$ cat src/rtl/dca_lsu_row_packer.sv
// Packs AXI read-data beats into fixed-length element rows and buffers completed
// rows in a small FIFO; short transactions are zero-padded and flagged.
module dca_lsu_row_packer #(
  parameter int BW_AXI_DATA      = 32,
  parameter int BW_ELEMENT       = 8,
  parameter int MAX_ROW_ELEMENTS = 16,
  parameter int ROW_FIFO_DEPTH   = 2,
  localparam int CFG_W = $clog2(MAX_ROW_ELEMENTS + 1),
  localparam int ROW_W = MAX_ROW_ELEMENTS * BW_ELEMENT
) (
  input  logic                   clk,
  input  logic                   rstnn,
  input  logic                   clear,
  input  logic [CFG_W-1:0]       cfg_num_elements,
  input  logic                   rdata_valid,
  output logic                   rdata_ready,
  input  logic [BW_AXI_DATA-1:0] rdata,
  input  logic                   rdata_last,
  output logic                   row_valid,
  input  logic                   row_ready,
  output logic [ROW_W-1:0]       row_data,
  output logic                   row_last,
  output logic                   busy,
  output logic                   pad_error,
  output logic [15:0]            row_count
);

  // state  | meaning
  // S_IDLE | no elements of the current row held
  // S_FILL | 1..L-1 elements held in the partial-row buffer

  localparam int EPB   = BW_AXI_DATA / BW_ELEMENT;
  localparam int PTR_W = (ROW_FIFO_DEPTH > 1) ? $clog2(ROW_FIFO_DEPTH) : 1;
  localparam int CNT_W = $clog2(ROW_FIFO_DEPTH + 1);
  localparam logic [CFG_W-1:0] MAX_LEN  = CFG_W'(MAX_ROW_ELEMENTS);
  localparam logic [CNT_W-1:0] DEPTH_C  = CNT_W'(ROW_FIFO_DEPTH);
  localparam logic [PTR_W-1:0] PTR_LAST = PTR_W'(ROW_FIFO_DEPTH - 1);

  typedef enum logic {S_IDLE, S_FILL} state_t;

  state_t                  state_q, state_d;
  logic [CFG_W-1:0]        fill_q, fill_d, len_q, len_d, len_eff, len_cur;
  logic [ROW_W-1:0]        part_q, part_d, row_next;
  logic [ROW_W-1:0]        mem_q [ROW_FIFO_DEPTH];
  logic [ROW_W-1:0]        mem_d [ROW_FIFO_DEPTH];
  logic [ROW_FIFO_DEPTH-1:0] last_mem_q, last_mem_d;
  logic [PTR_W-1:0]        wr_ptr_q, wr_ptr_d, rd_ptr_q, rd_ptr_d;
  logic [CNT_W-1:0]        cnt_q, cnt_d;
  logic                    pad_error_q, pad_error_d;
  logic [15:0]             row_count_q, row_count_d;
  logic                    full, empty, complete, beat_fire, row_fire, push;

  assign full      = (cnt_q == DEPTH_C);
  assign empty     = (cnt_q == '0);
  assign beat_fire = rdata_valid & ~full & ~clear;
  assign row_fire  = row_ready & ~empty & ~clear;
  assign push      = beat_fire & (complete | rdata_last);

  // Row length is taken from cfg only on the first beat of a row.
  always_comb begin
    len_eff = cfg_num_elements;
    if ((cfg_num_elements == '0) || (cfg_num_elements > MAX_LEN)) len_eff = MAX_LEN;
    len_cur  = (state_q == S_IDLE) ? len_eff : len_q;
    complete = (int'(fill_q) + EPB) >= int'(len_cur);
    row_next = part_q;
    for (int p = 0; p < MAX_ROW_ELEMENTS; p++) begin
      for (int k = 0; k < EPB; k++) begin
        if ((p == int'(fill_q) + k) && (p < int'(len_cur)))
          row_next[p*BW_ELEMENT +: BW_ELEMENT] = rdata[k*BW_ELEMENT +: BW_ELEMENT];
      end
    end
  end

  always_ff @(posedge clk or negedge rstnn) begin
    if (!rstnn) state_q <= S_IDLE;
    else        state_q <= state_d;
  end

  always_comb begin
    state_d = state_q;
    if (clear)          state_d = S_IDLE;
    else if (beat_fire) state_d = push ? S_IDLE : S_FILL;
  end

  always_comb begin
    rdata_ready = ~full;
    row_valid   = ~empty;
    row_data    = empty ? '0 : mem_q[rd_ptr_q];
    row_last    = empty ? 1'b0 : last_mem_q[rd_ptr_q];
    busy        = (state_q == S_FILL) | ~empty;
    pad_error   = pad_error_q;
    row_count   = row_count_q;
  end

  always_comb begin
    fill_d      = fill_q;
    len_d       = len_q;
    part_d      = part_q;
    mem_d       = mem_q;
    last_mem_d  = last_mem_q;
    wr_ptr_d    = wr_ptr_q;
    rd_ptr_d    = rd_ptr_q;
    cnt_d       = cnt_q;
    pad_error_d = pad_error_q;
    row_count_d = row_count_q;
    if (clear) begin
      fill_d      = '0;
      len_d       = '0;
      part_d      = '0;
      last_mem_d  = '0;
      wr_ptr_d    = '0;
      rd_ptr_d    = '0;
      cnt_d       = '0;
      pad_error_d = 1'b0;
      row_count_d = '0;
    end else begin
      if (beat_fire) begin
        if (push) begin
          fill_d               = '0;
          part_d               = '0;
          mem_d[wr_ptr_q]      = row_next;
          last_mem_d[wr_ptr_q] = rdata_last;
          wr_ptr_d             = (wr_ptr_q == PTR_LAST) ? '0 : wr_ptr_q + 1'b1;
          row_count_d          = row_count_q + 16'd1;
          if (!complete) pad_error_d = 1'b1;
        end else begin
          fill_d = fill_q + CFG_W'(EPB);
          part_d = row_next;
          len_d  = len_cur;
        end
      end
      if (row_fire) rd_ptr_d = (rd_ptr_q == PTR_LAST) ? '0 : rd_ptr_q + 1'b1;
      cnt_d = cnt_q + CNT_W'(push) - CNT_W'(row_fire);
    end
  end

  always_ff @(posedge clk or negedge rstnn) begin
    if (!rstnn) begin
      fill_q      <= '0;
      len_q       <= '0;
      part_q      <= '0;
      for (int i = 0; i < ROW_FIFO_DEPTH; i++) mem_q[i] <= '0;
      last_mem_q  <= '0;
      wr_ptr_q    <= '0;
      rd_ptr_q    <= '0;
      cnt_q       <= '0;
      pad_error_q <= 1'b0;
      row_count_q <= '0;
    end else begin
      fill_q      <= fill_d;
      len_q       <= len_d;
      part_q      <= part_d;
      mem_q       <= mem_d;
      last_mem_q  <= last_mem_d;
      wr_ptr_q    <= wr_ptr_d;
      rd_ptr_q    <= rd_ptr_d;
      cnt_q       <= cnt_d;
      pad_error_q <= pad_error_d;
      row_count_q <= row_count_d;
    end
  end

endmodule
$ cat config.mk
export PLATFORM = sky130hd
export DESIGN_NAME = dca_lsu_row_packer
export DESIGN_NICKNAME = d
export VERILOG_FILES = /design/src/rtl/dca_lsu_row_packer.sv
export SDC_FILE = /design/constraint.sdc
export NUM_CORES = 1
export LEC_CHECK = 0
export BUFFER_PORTS_ARGS = -buffer_cell sky130_fd_sc_hd__buf_2
export CAP_MARGIN = 30
export CORE_AREA = 5 5 221 169
export CTS_CLUSTER_DIAMETER = 80
export CTS_CLUSTER_SIZE = 40
export DETAILED_ROUTE_END_ITERATION = 6
export DIE_AREA = 0 0 226 174
export PLACE_DENSITY = 0.75
export SKIP_LAST_GASP = 1
export SYNTH_ARGS = -nofsm -noshare
export SYNTH_HDL_FRONTEND = slang
export SYNTH_SLANG_ARGS = --single-unit
$ cat constraint.sdc
create_clock -name clk -period 4.65 [get_ports clk]
set_clock_uncertainty 0.2 [all_clocks]
set_input_delay 0.465 -clock clk [delete_from_list [all_inputs] [get_ports clk]]
set_output_delay 0.465 -clock clk [all_outputs]
set_load 0.01 [all_outputs]
==> impl_results.md, run 1 <==
* Yosys warns at 0
* Drt total wl at about 49 mm
* Met1 wire length at ~22 mm
* Status: complete, no violations
* Critical path type: input pin to register
* Clk slew on worst S/H paths at roughly 0.15 ns
* Critical hold path startpoint: rdata[25]
* Cts bufs inserted at 15
* Worst EP required at approximately 4.9 ns
* Synthesized area at approximately 19000 um^2
* Kind of cell adding the most delay to the critical path: simple AND/OR/NAND/NOR gates
* Die area at roughly 40000 um^2
* EDFF count, synth at 0
* DRC errors left at 0
* Worst EP arrival at approximately 4.3 ns
* Worst-Skew Late Latency at 0.54 ns
* Initial DRC Count at approximately 1.4k
* Sw Ratio at 0.3565
* Placed standard-cell area at a little over 20000 um^2
* CP cell instances: buf_2 > or4_1 > ha_1 > nor3b_1 > a21o_1 > inv_1 > ha_1 > and3_1 > o311ai_2 > a31oi_2 > nor3b_4 > buf_12 > buf_4 > nor2_1 > a21oi_1
* Placer Congestion at 0.8712
* RSZ-0062 raised after global routing: no
* Setup tns final at 0 ns
* Period utilization at 0.8588
* Top routing layer in use: met4
* ANT cells at 0
* Post-synthesis sequential area ratio at 0.5492
* Async S/R FF share, synth at 1.000
* Final min period at 3.993 ns
* Comb power frac at 0.320
* Routed Antenna Nets at 0
* Die height at around 170 um
* Critical path endpoint category: register
* Max Cap Viol at 0
* Final instance area at ~21000 um^2
* Initial antenna violation count at 0
* Net count after synthesis at just under 2k
* Share of post-route cells with drive strength above 1 at 0.1378
* CTS tree: yes
* Worst Max-Slew Pin Slew at about 1.0 ns
* Sw power at 3789 uW
* Power per Cell Area at about 510 nW/um^2
* Max FO, Critical Path at between 50 and 60
* Max incr delay on CP at roughly 0.50 ns
* Startpoint types: input pin
* Finished Core Util at 0.5950
* Routed via count at around 15k
* Slew HR at 0.3026
* Post-CTS Setup Repair Bufs at 0
* Ys flop type: dfrtp_1
* Row cnt at 60
* Clock power share at 0.173
* Synthesized flop and latch total at roughly 420
* Number of hold violations in the final report at 0
* DR WL/cell at approximately 20 um
* FILL cells at just under 3k
* Root buf cell: clkbuf_16
* Int Pwr at 6839 uW
* Flop pwr share at 0.507
* Syn avg cell area at ~9.8 um^2
* IO Port Bufs at approximately 190
* Slew Limit Fails at 0
* Largest net degree at the start of global routing at around 140
* Met3 routed WL at 2.689 mm
* Final nets at 2099
* VDD IR max at 0.3387 mV
* Clock sink count at approximately 420
* Hpwl dp at between 30 and 40 mm
* Max Freq at ~250 MHz
* Leak pwr at ~0.0096 uW
* Hold Crit Class: input pin to register
* Synth cell types at 53
* CTS max path bufs at 3
* Critical Path Source: cfg_num_elements[1]
* Setup-failing EPs final at 0
* Initial Utilization at 0.5383
* DR pass1 iterations at 5
* Detailed route wirelength on metal2 at 23.21 mm
* Via density at slightly below 6
* Crit path top cell by count: ha_1
* IO Count at 192
* Min Hold Slack at 0.1026 ns
* GRT Util Overall at 0.2471
* H-Tree Depth at 1
* Core footprint at about 35000 um^2
* Layout area overhead at 10.53%
* Worst Path Buf+Inv at 4
* Number of global-route vias before repair at between 10k and 15k
* Highest-delay cell along the critical path: or4_1
* Total gr overflow at 0
* Synthesized instance count at 1928
* FF-to-FF Start: state_q$_DFFE_PN0P_
* Chip Width at 226 um
* First-pass GRT wire length at slightly below 80 mm
routing by layer:
metal  vias to the layer above  track usage
li1                       6781            -
met1                      7265       0.3675
met2                       446       0.3966
met3                        57      0.03242
met4                         0      0.04689
met5                         -            0
logic make-up (layout without fill, tap and decap cells):
logic type,Yosys count,after routing,synth area share
AOI/OAI and AO/OA,439,439,0.1250
xor gates and xnor gates,19,19,0.008780
adders and majority gates,14,14,0.009242
buffers and inverters,142,261,0.03254
DFF,416,416,0.5492
muxes,258,258,0.1373
other,1,1,0.0001979
and+or+nand+nor,639,639,0.1377
cell usage in the layout (no fill, tap or decap), types with 8 or more instances in the layout:
cell type / netlist / final
inv_1: 11 / 11
o21ai_0: 125 / 125
clkbuf_16: 0 / 15
buf_2: 55 / 190
xor2_1: 17 / 17
dfrtp_1: 416 / 415
ha_1: 14 / 14
nand3_1: 29 / 29
and3_1: 16 / 15
nor2_1: 414 / 412
mux2_2: 16 / 16
o22ai_1: 11 / 11
nand2_1: 136 / 136
a21oi_1: 259 / 259
mux2i_1: 242 / 242
a22oi_1: 8 / 8
buf_4: 2 / 19
buf_12: 0 / 16
a22o_1: 8 / 8
state kept, by name, summed over array words and instances (netlist names):
register and count:
len_q 5, cnt_q 2, pad_error 1, last_mem_q 2, part_q 128, state_q 1
fill_q 3, rd_ptr_q 1, wr_ptr_q 1, row_count 16, mem_q 256
area by class of cell:
| class | instances | area, um^2 | area share |
|---|---|---|---|
| timing repair buffer | 228 | 1449 | 0.06916 |
| sequential | 416 | 10410 | 0.4971 |
| clock inverter | 5 | 103.9 | 0.004957 |
| multi-input combinational | 1370 | 7966 | 0.3803 |
| inverter | 11 | 41.29 | 0.001971 |
| tap | 465 | 581.8 | 0.02777 |
| clock buffer | 17 | 392.9 | 0.01875 |
repair_timing:
action,in CTS,in global routing
hold buffers,2,0
endpoints found under the setup margin,0,0
hold endpoints to repair,132,0
gates resized for setup,0,0
cells in the mapped netlist (all sizes together) (2+ instances only):
master,count,area (um^2)
a21oi,262,1330
nor3,5,25.02
o21ai,129,645.6
inv,11,41.29
or3,4,25.02
a32o,4,40.04
and3,16,100.1
nand2,137,516.8
ha,14,175.2
mux2i,242,2422
o31ai,2,15.01
xor2,17,148.9
nand4,7,43.79
a31oi,3,33.78
xnor2,2,17.52
a211oi,2,15.01
nand2b,7,43.79
mux2,16,180.2
and2,7,43.79
o22ai,11,68.82
nor2,416,1567
clkbuf,61,229.0
nor3b,3,32.53
nand3,30,155.1
a22oi,8,60.06
nor2b,3,18.77
a22o,8,70.07
dfrtp,416,10410
buf,70,346.6
a21o,3,22.52
power by group through the flow:
stage / combinational [uW] / clock, uW / sequential, uW
after floorplan: 2360 / 0 / 5250
after global placement: 3290 / 0 / 5400
after detailed placement: 3420 / 0 / 5470
after CTS: 3430 / 1890 / 5390
after global routing: 3790 / 2010 / 5550
final: 3400 / 1840 / 5390
through the flow:
stage	instances	worst slack [ns]	total power, uW
final	2512	0.6565	10630
after global routing	2512	0.4311	11350
after CTS	2512	0.6871	10710
after detailed placement	2488	0.1230	8889
after global placement	2488	0.2392	8698
after floorplan	1928	0.3919	7604
worst paths after layout:
kind	endpoint	slack, ns	depth (start not counted)
setup / recovery	mem_q[247]$_DFFE_PN0P_	0.66	15
setup reg to reg	mem_q[247]$_DFFE_PN0P_	0.69	12
min in group asynchronous	mem_q[68]$_DFFE_PN0P_	0.45	2
hold / removal	part_q[57]$_DFFE_PN0P_	0.10	2
max in group asynchronous	mem_q[78]$_DFFE_PN0P_	2.76	3
hold reg to reg	part_q[31]$_DFFE_PN0P_	0.29	2
No activity file was read; power rests on OpenSTA's default activity.
==> run 2: changes to the inputs <==
--- a/config.mk
+++ b/config.mk
@@ -7,11 +7,12 @@
 export LEC_CHECK = 0
 export BUFFER_PORTS_ARGS = -buffer_cell sky130_fd_sc_hd__buf_2
 export CAP_MARGIN = 30
-export CORE_AREA = 5 5 221 169
+export CORE_AREA = 2 2 218 166
+export CTS_BUF_LIST = sky130_fd_sc_hd__clkbuf_8
 export CTS_CLUSTER_DIAMETER = 80
 export CTS_CLUSTER_SIZE = 40
 export DETAILED_ROUTE_END_ITERATION = 6
-export DIE_AREA = 0 0 226 174
+export DIE_AREA = 0 0 220 168
 export PLACE_DENSITY = 0.75
 export SKIP_LAST_GASP = 1
 export SYNTH_ARGS = -nofsm -noshare
==> constraint.sdc (replaced) <==
create_clock -name clk -period 5.1 [get_ports clk]
set_clock_uncertainty 0.2 [all_clocks]
set_input_delay 0.51 -clock clk [delete_from_list [all_inputs] [get_ports clk]]
set_output_delay 0.51 -clock clk [all_outputs]
set_load 0.01 [all_outputs]
==> impl_results.md, run 2 (synthesized netlist as in run 1, its figures left out) <==
* Multi-input logic area at 7966 um^2 (unchanged)
* Row cnt at 60 (unchanged)
* Initial DRC Count at 1173 (-15%)
* Root buf cell: clkbuf_8
* DR WL/cell at 19.04 um (-2.5%)
* GRT Util Overall at 0.2606 (+0.01342)
* Critical path endpoint category: register
* Leak pwr at 0.009464 uW (-0.93%)
* CTS max path bufs at 3 (unchanged)
* Total gr overflow at 0 (unchanged)
* Most frequent cells in the layout: 415 x dfrtp_1, 412 x nor2_1, 259 x a21oi_1
* Layout area overhead at 9.315%
* Routed via count at 14.48k (-0.49%)
* IO Port Bufs at 191 (unchanged)
* FF/Latch Area at 10410 um^2 (unchanged)
* H-Tree Depth at 1 (unchanged)
* DP Cell Count at 2484 (-0.16%)
* Initial Utilization at 0.5395 (+0.001150)
* Biggest register: mem_q
* Final nets at 2096 (-0.14%)
* Clk slew on worst S/H paths at 0.21 ns (+0.06 ns)
* R2R depth at 11 (-1)
* RSZ-0062 raised after global routing: no
* VDD IR max at 0.2951 mV (-13%)
* Most common cell after layout, fill and taps aside: dfrtp_1
* Largest net degree at the start of global routing at 135 (-1.5%)
* Sw Ratio at 0.3655 (+0.008956)
* Highest-delay cell along the critical path: dfrtp_1
* Via density at 5.763 (-0.49%)
* First-pass GRT wire length at 76.54 mm (-3.4%)
* Max incr delay on CP at 0.81 ns (+0.31 ns)
* FILL cells at 3004 (+0.77%)
* Initial antenna violation count at 1 (+1)
* Number of global-route vias before repair at 14.19k (+0.049%)
* Power Total at 9418 uW (-11%)
* CTS tree: yes
* Startpoint types: register
* Max FO, Critical Path at 56 (unchanged)
* Comb power frac at 0.326 (+0.006)
* Post-CTS Setup Repair Bufs at 0 (unchanged)
* Die height at 168 um (-3.4%)
* Number of hold violations in the final report at 0 (unchanged)
* Slew HR at 0.3668 (+0.06421)
* Die area at 36960 um^2 (-6.0%)
* Hold Crit Class: input pin to register
* Max Cap Viol at 0 (unchanged)
* Slew Limit Fails at 0 (unchanged)
* ANT cells at 0 (unchanged)
* Min Hold Slack at 0.03406 ns (-0.06851 ns)
* Worst EP arrival at 4.43 ns (+0.17 ns)
* DRC errors left at 0 (unchanged)
* Sw power at 3442 uW (-9.2%)
* Power per Cell Area at 454.5 nW/um^2 (-10%)
* Worst EP required at 5.39 ns (+0.47 ns)
* Finished Core Util at 0.5897 (-0.005281)
* Hpwl dp at 31.97 mm (-2.9%)
* Period utilization at 0.8116
* Worst Max-Slew Pin Slew at 0.9498 ns (-0.09632 ns)
* Routed Antenna Nets at 0 (unchanged)
* Clock power share at 0.156 (-0.017)
* Max Freq at between 200 and 250 MHz
* Worst hold path stage count at 2 (unchanged)
* Final min period at about 4.1 ns
* IO Count at 192 (unchanged)
* Share of post-route cells with drive strength above 1 at 0.1383 (+0.0004885)
* Chip Width at 220 um (-2.7%)
* Max reg flops at 256 (unchanged)
* Core footprint at 35130 um^2 (-0.21%)
* Int Pwr at 5976 uW (-13%)
* Flop pwr share at 0.519 (+0.012)
* Drt total wl at 47.83 mm (-2.5%)
* Cts bufs inserted at 16 (+1)
* CP cell instances: nand2b_1 > and2_1 > inv_1 > ha_1 > and3_1 > o311ai_2 > a31oi_2 > and3_4 > buf_4 > nor2_1 > a21oi_1
* Setup tns final at 0 ns (unchanged)
* Critical path type: register to register
* Worst-Skew Late Latency at 0.63 ns (+0.09 ns)
* Status: complete, no violations
* Post-Layout Cell Count at 2512 (unchanged)
* Setup-failing EPs final at 0 (unchanged)
* DR pass1 iterations at 5 (unchanged)
* Placer Congestion at 0.8914 (+2.3%)
* Clock sink count at 416 (unchanged)
## run 2: metrics by stage
step | instance area (um^2) | setup slack (ns)
4_1_cts | 20720 | 1.013
3_3_place_gp | 20310 | 0.5976
3_5_place_dp | 20310 | 0.4365
6_report | 20720 | 0.9608
5_1_grt | 20720 | 0.5908
2_1_floorplan | 18950 | 0.7969
## run 2: path summary, 6_finish.rpt
check | start | end | slack (ns)
max | state_q$_DFFE_PN0P_ | mem_q[5]$_DFFE_PN0P_ | 0.96
min | rdata[25] | part_q[57]$_DFFE_PN0P_ | 0.03
max reg2reg | state_q$_DFFE_PN0P_ | mem_q[5]$_DFFE_PN0P_ | 0.96
min reg2reg | part_q[67]$_DFFE_PN0P_ | part_q[67]$_DFFE_PN0P_ | 0.30
max in group asynchronous | rstnn | part_q[112]$_DFFE_PN0P_ | 3.03
min in group asynchronous | rstnn | part_q[62]$_DFFE_PN0P_ | 0.30
## run 2: layout make-up
type | instances | share of cell area
clock buffers | 17 | 0.01129
repair buffers | 224 | 0.06426
multi-input cells | 1370 | 0.3845
well taps | 465 | 0.02808
inverters | 11 | 0.001993
flip-flops and latches | 416 | 0.5026
clock inverters | 9 | 0.007247
## run 2: worst max-delay path, delay by kind of cell (launching register included)
| kind | cells | cell delay [ns] |
|---|---|---|
| DFF | 1 | 0.81 |
| AOI/OAI and AO/OA | 3 | 0.68 |
| buffers and inverters | 2 | 0.75 |
| and+or+nand+nor | 5 | 1.15 |
| adders and majority gates | 1 | 0.38 |
## run 2: power by group through the flow
stage / registers [uW] / clock network [uW] / logic [uW]
final: 4880 / 1470 / 3070
after global routing: 5020 / 1610 / 3440
after CTS: 4890 / 1500 / 3090
after detailed placement: 4970 / 0 / 3080
after global placement: 4910 / 0 / 2970
after floorplan: 4780 / 0 / 2150
## run 2: what timing repair did
| action | CTS | global route |
|---|---|---|
| endpoints found under the hold margin | 115 | 0 |
| resized for setup | 0 | 0 |
| hold buffers | 2 | 0 |
## run 2: metal layers
layer / global-route usage / part of all wire / vias to the layer above
li1: - / - / 6757
met2: 0.4130 / 0.46 / 433
met3: 0.03939 / 0.063 / 56
met5: 0 / 0 / -
met1: 0.3839 / 0.45 / 7231
met4: 0.05340 / 0.020 / 0
